**src/rtl/psram_clk_gen_if.sv**
```systemverilog
`default_nettype none
// ============================================================================
// Module      : psram_clk_gen_if
// Description : Control/status bundle between a requester and psram_clk_gen.
// Revision    : 1.0 - initial release
// ============================================================================
interface psram_clk_gen_if #(
    parameter int DIV_W = 4,
    parameter int CNT_W = 8
);
    logic             start;
    logic             stop;
    logic [DIV_W-1:0] div;
    logic [CNT_W-1:0] burst_len;
    logic             clk_q;
    logic             rise_stb;
    logic             fall_stb;
    logic             busy;
    logic             done;

    modport master (
        output start, stop, div, burst_len,
        input  clk_q, rise_stb, fall_stb, busy, done
    );

    modport slave (
        input  start, stop, div, burst_len,
        output clk_q, rise_stb, fall_stb, busy, done
    );
endinterface
`default_nettype wire

```
**src/rtl/psram_clk_gen.sv**
```systemverilog
`default_nettype none
// ============================================================================
// Module      : psram_clk_gen
// Description : Registered PSRAM clock generator, free-run or fixed burst.
// Revision    : 1.0 - initial release
// ============================================================================
module psram_clk_gen #(
    parameter int DIV_W = 4,
    parameter int CNT_W = 8
) (
    input  wire logic      clk,
    input  wire logic      rst_n,
    psram_clk_gen_if.slave bus
);

    localparam logic [1:0] c_ST_IDLE = 2'd0;
    localparam logic [1:0] c_ST_HIGH = 2'd1;
    localparam logic [1:0] c_ST_LOW  = 2'd2;

    logic [1:0]       r_state;
    logic [DIV_W-1:0] r_hc;
    logic [DIV_W-1:0] r_div;
    logic [CNT_W-1:0] r_cnt;
    logic             r_stop_pend;
    logic             r_clk_q;
    logic             r_rise;
    logic             r_fall;
    logic             r_busy;
    logic             r_done;
    logic             w_last_burst;

    // A zero burst count means free-run, so only a count of exactly one ends it.
    assign w_last_burst = (r_cnt == CNT_W'(1));

    always_ff @(posedge clk or negedge rst_n) begin
        if (!rst_n) begin
            r_state     <= c_ST_IDLE;
            r_hc        <= '0;
            r_div       <= '0;
            r_cnt       <= '0;
            r_stop_pend <= 1'b0;
            r_clk_q     <= 1'b0;
            r_rise      <= 1'b0;
            r_fall      <= 1'b0;
            r_busy      <= 1'b0;
            r_done      <= 1'b0;
        end else begin
            case (r_state)
                c_ST_IDLE: begin
                    r_done <= 1'b0;
                    r_rise <= 1'b0;
                    r_fall <= 1'b0;
                    if (bus.start) begin
                        r_div   <= bus.div;
                        r_cnt   <= bus.burst_len;
                        r_hc    <= bus.div;
                        r_state <= c_ST_HIGH;
                        r_clk_q <= 1'b1;
                        r_rise  <= 1'b1;
                        r_busy  <= 1'b1;
                    end
                end
                c_ST_HIGH: begin
                    r_rise <= 1'b0;
                    if (bus.stop) begin
                        r_stop_pend <= 1'b1;
                    end
                    if (r_hc == '0) begin
                        r_hc    <= r_div;
                        r_state <= c_ST_LOW;
                        r_clk_q <= 1'b0;
                        r_fall  <= 1'b1;
                    end else begin
                        r_hc <= r_hc - 1'b1;
                    end
                end
                c_ST_LOW: begin
                    r_fall <= 1'b0;
                    if (r_hc != '0) begin
                        r_hc <= r_hc - 1'b1;
                        if (bus.stop) begin
                            r_stop_pend <= 1'b1;
                        end
                    end else if (r_stop_pend || w_last_burst) begin
                        // Period boundary: only here may the run end cleanly.
                        r_state     <= c_ST_IDLE;
                        r_clk_q     <= 1'b0;
                        r_busy      <= 1'b0;
                        r_done      <= 1'b1;
                        r_stop_pend <= 1'b0;
                    end else begin
                        if (bus.stop) begin
                            r_stop_pend <= 1'b1;
                        end
                        if (r_cnt != '0) begin
                            r_cnt <= r_cnt - 1'b1;
                        end
                        r_hc    <= r_div;
                        r_state <= c_ST_HIGH;
                        r_clk_q <= 1'b1;
                        r_rise  <= 1'b1;
                    end
                end
                default: begin
                    r_state     <= c_ST_IDLE;
                    r_clk_q     <= 1'b0;
                    r_rise      <= 1'b0;
                    r_fall      <= 1'b0;
                    r_busy      <= 1'b0;
                    r_done      <= 1'b0;
                    r_stop_pend <= 1'b0;
                end
            endcase
        end
    end

    assign bus.clk_q    = r_clk_q;
    assign bus.rise_stb = r_rise;
    assign bus.fall_stb = r_fall;
    assign bus.busy     = r_busy;
    assign bus.done     = r_done;

endmodule
`default_nettype wire

```
**src/flat_wrapper.sv**
```systemverilog
// flat-port wrapper written by rule: the top's interface ports become plain ports
module psram_clk_gen_flat 
#(
    parameter int DIV_W = 4,
    parameter int CNT_W = 8
)
  (clk, rst_n, bus_start, bus_stop, bus_div, bus_burst_len, bus_clk_q, bus_rise_stb, bus_fall_stb, bus_busy, bus_done);
  psram_clk_gen_if #(.DIV_W(DIV_W), .CNT_W(CNT_W)) bus_i ();
  input  wire logic clk;
  input  wire logic rst_n;
  input wire logic [$bits(bus_i.start)-1:0] bus_start;
  input wire logic [$bits(bus_i.stop)-1:0] bus_stop;
  input wire logic [$bits(bus_i.div)-1:0] bus_div;
  input wire logic [$bits(bus_i.burst_len)-1:0] bus_burst_len;
  output wire logic [$bits(bus_i.clk_q)-1:0] bus_clk_q;
  output wire logic [$bits(bus_i.rise_stb)-1:0] bus_rise_stb;
  output wire logic [$bits(bus_i.fall_stb)-1:0] bus_fall_stb;
  output wire logic [$bits(bus_i.busy)-1:0] bus_busy;
  output wire logic [$bits(bus_i.done)-1:0] bus_done;
  assign bus_i.start = bus_start;
  assign bus_i.stop = bus_stop;
  assign bus_i.div = bus_div;
  assign bus_i.burst_len = bus_burst_len;
  assign bus_clk_q = bus_i.clk_q;
  assign bus_rise_stb = bus_i.rise_stb;
  assign bus_fall_stb = bus_i.fall_stb;
  assign bus_busy = bus_i.busy;
  assign bus_done = bus_i.done;
  psram_clk_gen #(.DIV_W(DIV_W), .CNT_W(CNT_W)) u_core (.clk(clk), .rst_n(rst_n), .bus(bus_i));
endmodule
```
**config.mk**
```make
export PLATFORM = sky130hd
export DESIGN_NAME = psram_clk_gen_flat
export DESIGN_NICKNAME = d
export VERILOG_FILES = /design/src/rtl/psram_clk_gen_if.sv /design/src/rtl/psram_clk_gen.sv /design/src/flat_wrapper.sv
export SDC_FILE = /design/constraint.sdc
export NUM_CORES = 1
export LEC_CHECK = 0
export ABC_AREA = 1
export ABC_CLOCK_PERIOD_IN_PS = 2600
export CELL_PAD_IN_SITES_DETAIL_PLACEMENT = 1
export CELL_PAD_IN_SITES_GLOBAL_PLACEMENT = 1
export CORE_MARGIN = 1.5
export CORE_UTILIZATION = 42
export CTS_CLUSTER_DIAMETER = 120
export CTS_CLUSTER_SIZE = 40
export DETAILED_ROUTE_END_ITERATION = 10
export PLACE_DENSITY_LB_ADDON = 0.15
export SLEW_MARGIN = 10
export SYNTH_ARGS = -nofsm -noshare
export SYNTH_HDL_FRONTEND = slang
export SYNTH_SLANG_ARGS = --single-unit
```
**constraint.sdc**
```tcl
create_clock -name clk -period 2.6 [get_ports clk]
set_clock_uncertainty 0.1 [all_clocks]
set_input_delay 0.39 -clock clk [delete_from_list [all_inputs] [get_ports clk]]
set_output_delay 0.39 -clock clk [all_outputs]
set_load 0.03 [all_outputs]
```
# == Yosys cells after proc, flatten, opt, wreduce, memory -nomap -nowiden ==
# Index checks and enable logic that the tools add are counted.
# word_totals
out_inout_bits,5
register_bits,24
in_bits,16
elab_cells,73
# op_classes
bitwise,1
muxes,36
n_eq_ne,10
n_addsub,2
n_reduce_logical,14
# ops
operator,count
8-bit 2-to-1 mux,4
1-bit 2-to-1 mux,17
4-bit 2-to-1 mux,4
8-bit case mux with 2 select lines,1
4-bit case mux with 3 select lines,1
1-bit case mux with 3 select lines,3
3-bit AND reduction,3
8-bit by 1-bit == test with 1-bit output (second input constant),1
8-bit nonzero test,1
8-bit by 1-bit subtractor with 8-bit output (second input constant),1
2-bit 2-to-1 mux,3
2-bit by 1-bit != test with 1-bit output (second input constant),3
2-bit != test (second input constant),3
2-bit case mux with 3 select lines,1
5-bit AND reduction,1
4-bit logical NOT,1
1-bit case mux with 2 select lines,2
2-bit AND reduction,2
4-bit AND reduction,1
4-bit nonzero test,1
4-bit by 1-bit subtractor with 4-bit output (second input constant),1
3-bit by 2-bit != test with 1-bit output (second input constant),1
3-bit nonzero test,1
2-bit by 1-bit == test with 1-bit output (second input constant),1
5 further kinds,5

# == Logic depth before layout (Yosys ltp) ==
# depth
depth_word,5
depth_mapped,10
mapped_depth_nobuf,10

# == Worst setup path before layout ==
# OpenSTA, ideal clock, no wires.
# synth_timing
path_kind,reg-to-reg
startpoint,reg u_core.r_state[0]
endpoint,reg u_core.r_cnt[3]
path_stages_with_launch,10
n_path_buf,0
synth_period_minus_slack_ns,1.521
setup_slack_ns,1.079
t_required_ns,2.383
t_arrival_ns,1.304
setup_time_ns,0.117
path_cell_list,dfrtp_1 inv_1 ha_1 nand2_2 clkinv_2 a21oi_2 a21oi_4 nand3_2 nand2_1 nand2_1
# synth_between
elab_chain_cells,3
word_cells_on_any_way,9
cone_classes,eq/ne (5); mux (1); reduce/logical (3)
# synth_lines
item,line,rtl
"start, declared",psram_clk_gen.sv:20,logic [1:0] r_state;
"start signal, assigned",psram_clk_gen.sv:37,r_state <= c_ST_IDLE;
"start signal, assigned",psram_clk_gen.sv:57,r_state <= c_ST_HIGH;
"start signal, assigned",psram_clk_gen.sv:70,r_state <= c_ST_LOW;
2-bit == test or 2-bit logical NOT (tied branches),psram_clk_gen.sv:48,case (r_state)
2-bit by 1-bit != test with 1-bit output (no source line) (tied with other cells),-,
5-bit AND reduction (no source line),-,
"end signal, assigned",psram_clk_gen.sv:55,r_cnt <= bus.burst_len;
"end signal, assigned",psram_clk_gen.sv:96,r_cnt <= r_cnt - 1'b1;
"end, declared",psram_clk_gen.sv:23,logic [CNT_W-1:0] r_cnt;
# Several ways; a longest one is shown, not always the timed one.
# A chain may end at the register's enable or synchronous reset.

# == Worst setup path after layout ==
# layout_timing
startpoint,reg u_core.r_state[0]
endpoint,reg u_core.r_hc[0]
# layout_between
elab_chain_cells,3
word_cells_on_any_way,8
cone_classes,eq/ne (4); mux (1); reduce/logical (3)
# layout_lines
item,line,rtl
2-bit == test (tied with other cells),psram_clk_gen.sv:48,
3-bit by 2-bit != test with 1-bit output (no source line) (tied with other cells),-,
3-bit AND reduction (no source line),-,
"end signal, assigned",psram_clk_gen.sv:56,r_hc <= bus.div;
"end signal, assigned",psram_clk_gen.sv:69,r_hc <= r_div;
"end signal, assigned",psram_clk_gen.sv:74,r_hc <= r_hc - 1'b1;
"end, declared",psram_clk_gen.sv:21,logic [DIV_W-1:0] r_hc;
# Several ways; a longest one is shown, not always the timed one.

==> flow_metrics.py <==
metrics = {
    "global_routing": {
        "grt_usage_pct": 24.03,
        "grt_max_degree": 25,
        "grt_pass1_vias": 1689,
        "grt_pass1_wl_um": 7672,
        "gr-total-overflow": 0,
        "antenna_found_initial": 0,
    },
    "yosys": {
        "synth_top_cell_by_area": "dfrtp_1",
        "syn_avg_cell_area_um2": 7.104,
        "syn_nets": 241,
        "synth_ff_type": "dfrtp_1",
        "synthCells": 217,
        "synth.most_common_cell": "nand2_1",
        "synth_edf_count": 0,
        "synth_common_cells": "nand2_1 (86), dfrtp_1 (24), nor2_1 (20)",
        "async_flop_share_pct": 100.0,
        "synth.ff_latch_count": 24,
        "synth_cell_types": 28,
        "synth_top_area_share_pct": 38.96,
        "ys_seq_area_share_pct": 38.96,
        "synthTopCellsByArea": "dfrtp_1 (39%), nand2_1 (21%), ha_1 (6.5%), nor2_1 (4.9%), nand3_1 (4.5%)",
        "syn-cell-area_um2": 1541,
        "ys_warn_count": 0,
    },
    "power": {
        "total_power_mw": 2.267,
        "clkPwrFrac_pct": 7.6,
        "ir_worst_vdd_mv": 0.4204,
        "internal_power_mw": 1.071,
        "p_seq_share_pct": 30.8,
        "power_density_nw_per_um2": 1240,
        "switchingPower_mw": 1.196,
        "leakage_nw": 0.9432,
        "p_comb_share_pct": 61.6,
        "swShare_pct": 52.76,
    },
    "placement": {
        "placed_area_um2": 1805,
        "place_hpwl_um": 3460,
        "dp.cells": 283,
        "portBuffers": 20,
        "gp_congestion": 0.8433,
    },
    "sta": {
        "post-route-min-period_ns": 1.920,
        "holdWs_ns": 0.3091,
        "tightest_slew_ns": 0.4391,
        "finalSetupViolations": 0,
        "tns_ns": 0,
        "period_share_pct": 73.83,
        "hold_viol_final": 0,
        "slew_headroom_pct": 70.62,
        "fmax_ghz": 0.5209,
        "drv_slew": 0,
        "grt_setup_unrepaired": "false",
    },
    "floorplanning": {
        "die_x_um": 63.58,
        "core-area_um2": 3416,
        "die_h_um": 63.58,
        "start_util_pct": 45.13,
        "io_pins": 21,
        "die_area_um2": 4042,
        "rows": 21,
    },
    "cts": {
        "htree_levels": 1,
        "cts_buffers": 3,
        "cts_sinks": 24,
        "ctsHoldBuffers": 0,
        "clk_pin_slew_ns": 0.13,
        "clk_path_buf_depth": 2,
        "post_cts_buffers": 0,
        "cts_tree": "done",
        "post_cts_resized": 0,
        "clkLatencyLatePin_ns": 0.32,
        "cts-root-buf": "clkbuf_4",
    },
    "worst_setup_path": {
        "r2r_slack_ns": 0.68,
        "crit_required_ns": 2.73,
        "critPathMaxFanout": 5,
        "cp-start-kind": "flop",
        "arrival_ns": 2.05,
        "rr_worst_depth": 8,
        "end_kind": "flop",
        "critPathKind": "reg2reg",
    },
    "cells_and_area": {
        "n_antenna_cell": 0,
        "instances_no_fill": 286,
        "stdcell_area_um2": 1828,
        "nets": 266,
        "syn2layout_area_growth_pct": 18.59,
        "drive_gt1_share_pct": 10.83,
    },
    "drt": {
        "route.vias.total": 1470,
        "ant_nets": 0,
        "dr.pass1.iters": 4,
        "drcViolationCount": 0,
        "via_per_inst": 5.140,
        "first_iter_violations": 79,
        "drt-total-wl_um": 4319,
        "wl_per_cell_um": 15.10,
    },
    "run_status": {
        "status": "finished, final reports clean",
    },
    "min_path": {
        "min-delay-path-class": "in2async",
    },
    "flow_run": {
        "timing.max_cap.violations": 0,
    },
}
==> state kept, by name, summed over array words and instances, names as in the netlist <==
register	count
u_core.bus.busy	1
u_core.bus.clk_q	1
u_core.bus.done	1
u_core.bus.fall_stb	1
u_core.bus.rise_stb	1
u_core.r_cnt	8
u_core.r_div	4
u_core.r_hc	4
u_core.r_state	2
u_core.r_stop_pend	1
==> cells in the final DEF (no fill, tap or decap) <==
cell             synthesis  layout
clkinv_2                 1       1
nor2_2                   3       3
nor3_1                   2       2
a21oi_1                  1       1
nand2_1                 86      86
nand3b_1                 1       1
nor2_1                  20      20
o21ai_1                  4       4
a22oi_1                  1       1
o211ai_1                 1       1
a21oi_4                  1       1
nand4_1                  4       4
o21bai_1                 2       2
nand3_1                 14      14
dfrtp_1                 24      24
nand3_2                  2       2
clkdlybuf4s50_1          0      20
a31oi_1                  1       1
o21ai_2                  1       1
nand2_2                  5       5
a21oi_2                  3       3
inv_2                    4       4
clkbuf_4                 0       3
inv_1                   17      17
ha_1                     8       8
buf_4                    0       2
o21ai_0                  7       7
xor2_1                   1       1
nor2_4                   1       1
==> path summary, 6_finish.rpt <==
| path | start | to |
|---|---|---|
| setup / recovery | u_core.r_state[0] | u_core.r_hc[0] |
| hold / removal | rst_n | u_core.r_div[2] |
| setup reg to reg | u_core.r_state[0] | u_core.r_hc[0] |
| hold reg to reg | u_core.bus.done | u_core.bus.done |
| max in group asynchronous | rst_n | u_core.r_cnt[6] |
| min in group clk | u_core.bus.done | u_core.bus.done |
==> per-layer routing <==
layer	routed length (um)	track usage, %	up-vias	part of all wire (%)
met3	116	4.107	6	2.7
met1	1823	28.06	710	42
met2	2324	44.08	21	54
met4	55	7.880	0	1.3
met5	0	0	-	0
li1	-	-	733	-
==> area by class of cell <==
type | instances | area (um^2)
Inverter | 22 | 83.83
Tap cell | 46 | 57.56
Timing Repair Buffer | 22 | 215.2
Fill cell | 461 | 1588
Clock buffer | 3 | 22.52
Multi-Input combinational cell | 169 | 848.3
Sequential cell | 24 | 600.6
==> cells by family (layout without fill, tap and decap cells) <==
family	count (synthesis)	in the layout	share of synthesized area [%]
xor gates and xnor gates	1	1	0.5683
DFF	24	24	38.96
buffers and inverters	24	47	6.005
AOI/OAI and AO/OA	22	22	9.578
adders and majority gates	8	8	6.494
and+or+nand+nor	138	138	38.39
==> stage by stage <==
stage          util, %  worst slack (ns)
6_report         53.52            0.6804
3_3_place_gp     52.86            0.7592
5_1_grt          53.52            0.5663
2_1_floorplan        -             1.079
4_1_cts          53.52            0.6920
3_5_place_dp     52.86            0.6675
==> power groups by stage <==
| stage | clock, mW | combinational [mW] | sequential [mW] |
|---|---|---|---|
| finish | 0.172 | 1.40 | 0.699 |
| global placement | 0 | 1.32 | 0.686 |
| CTS | 0.175 | 1.41 | 0.697 |
| global route | 0.188 | 1.60 | 0.717 |
| detailed placement | 0 | 1.40 | 0.704 |
| floorplan | 0 | 0.967 | 0.710 |
==> worst max-delay path, stage by stage, from the launching register on <==
cell and delay [ns]:
dfrtp_1 0.42, inv_1 0.10, ha_1 0.28, inv_1 0.15
nor2_1 0.11, nor2_1 0.36, nand2_2 0.14, nand2_1 0.09
nand2_1 0.06
(Power assumes the default switching activity.)
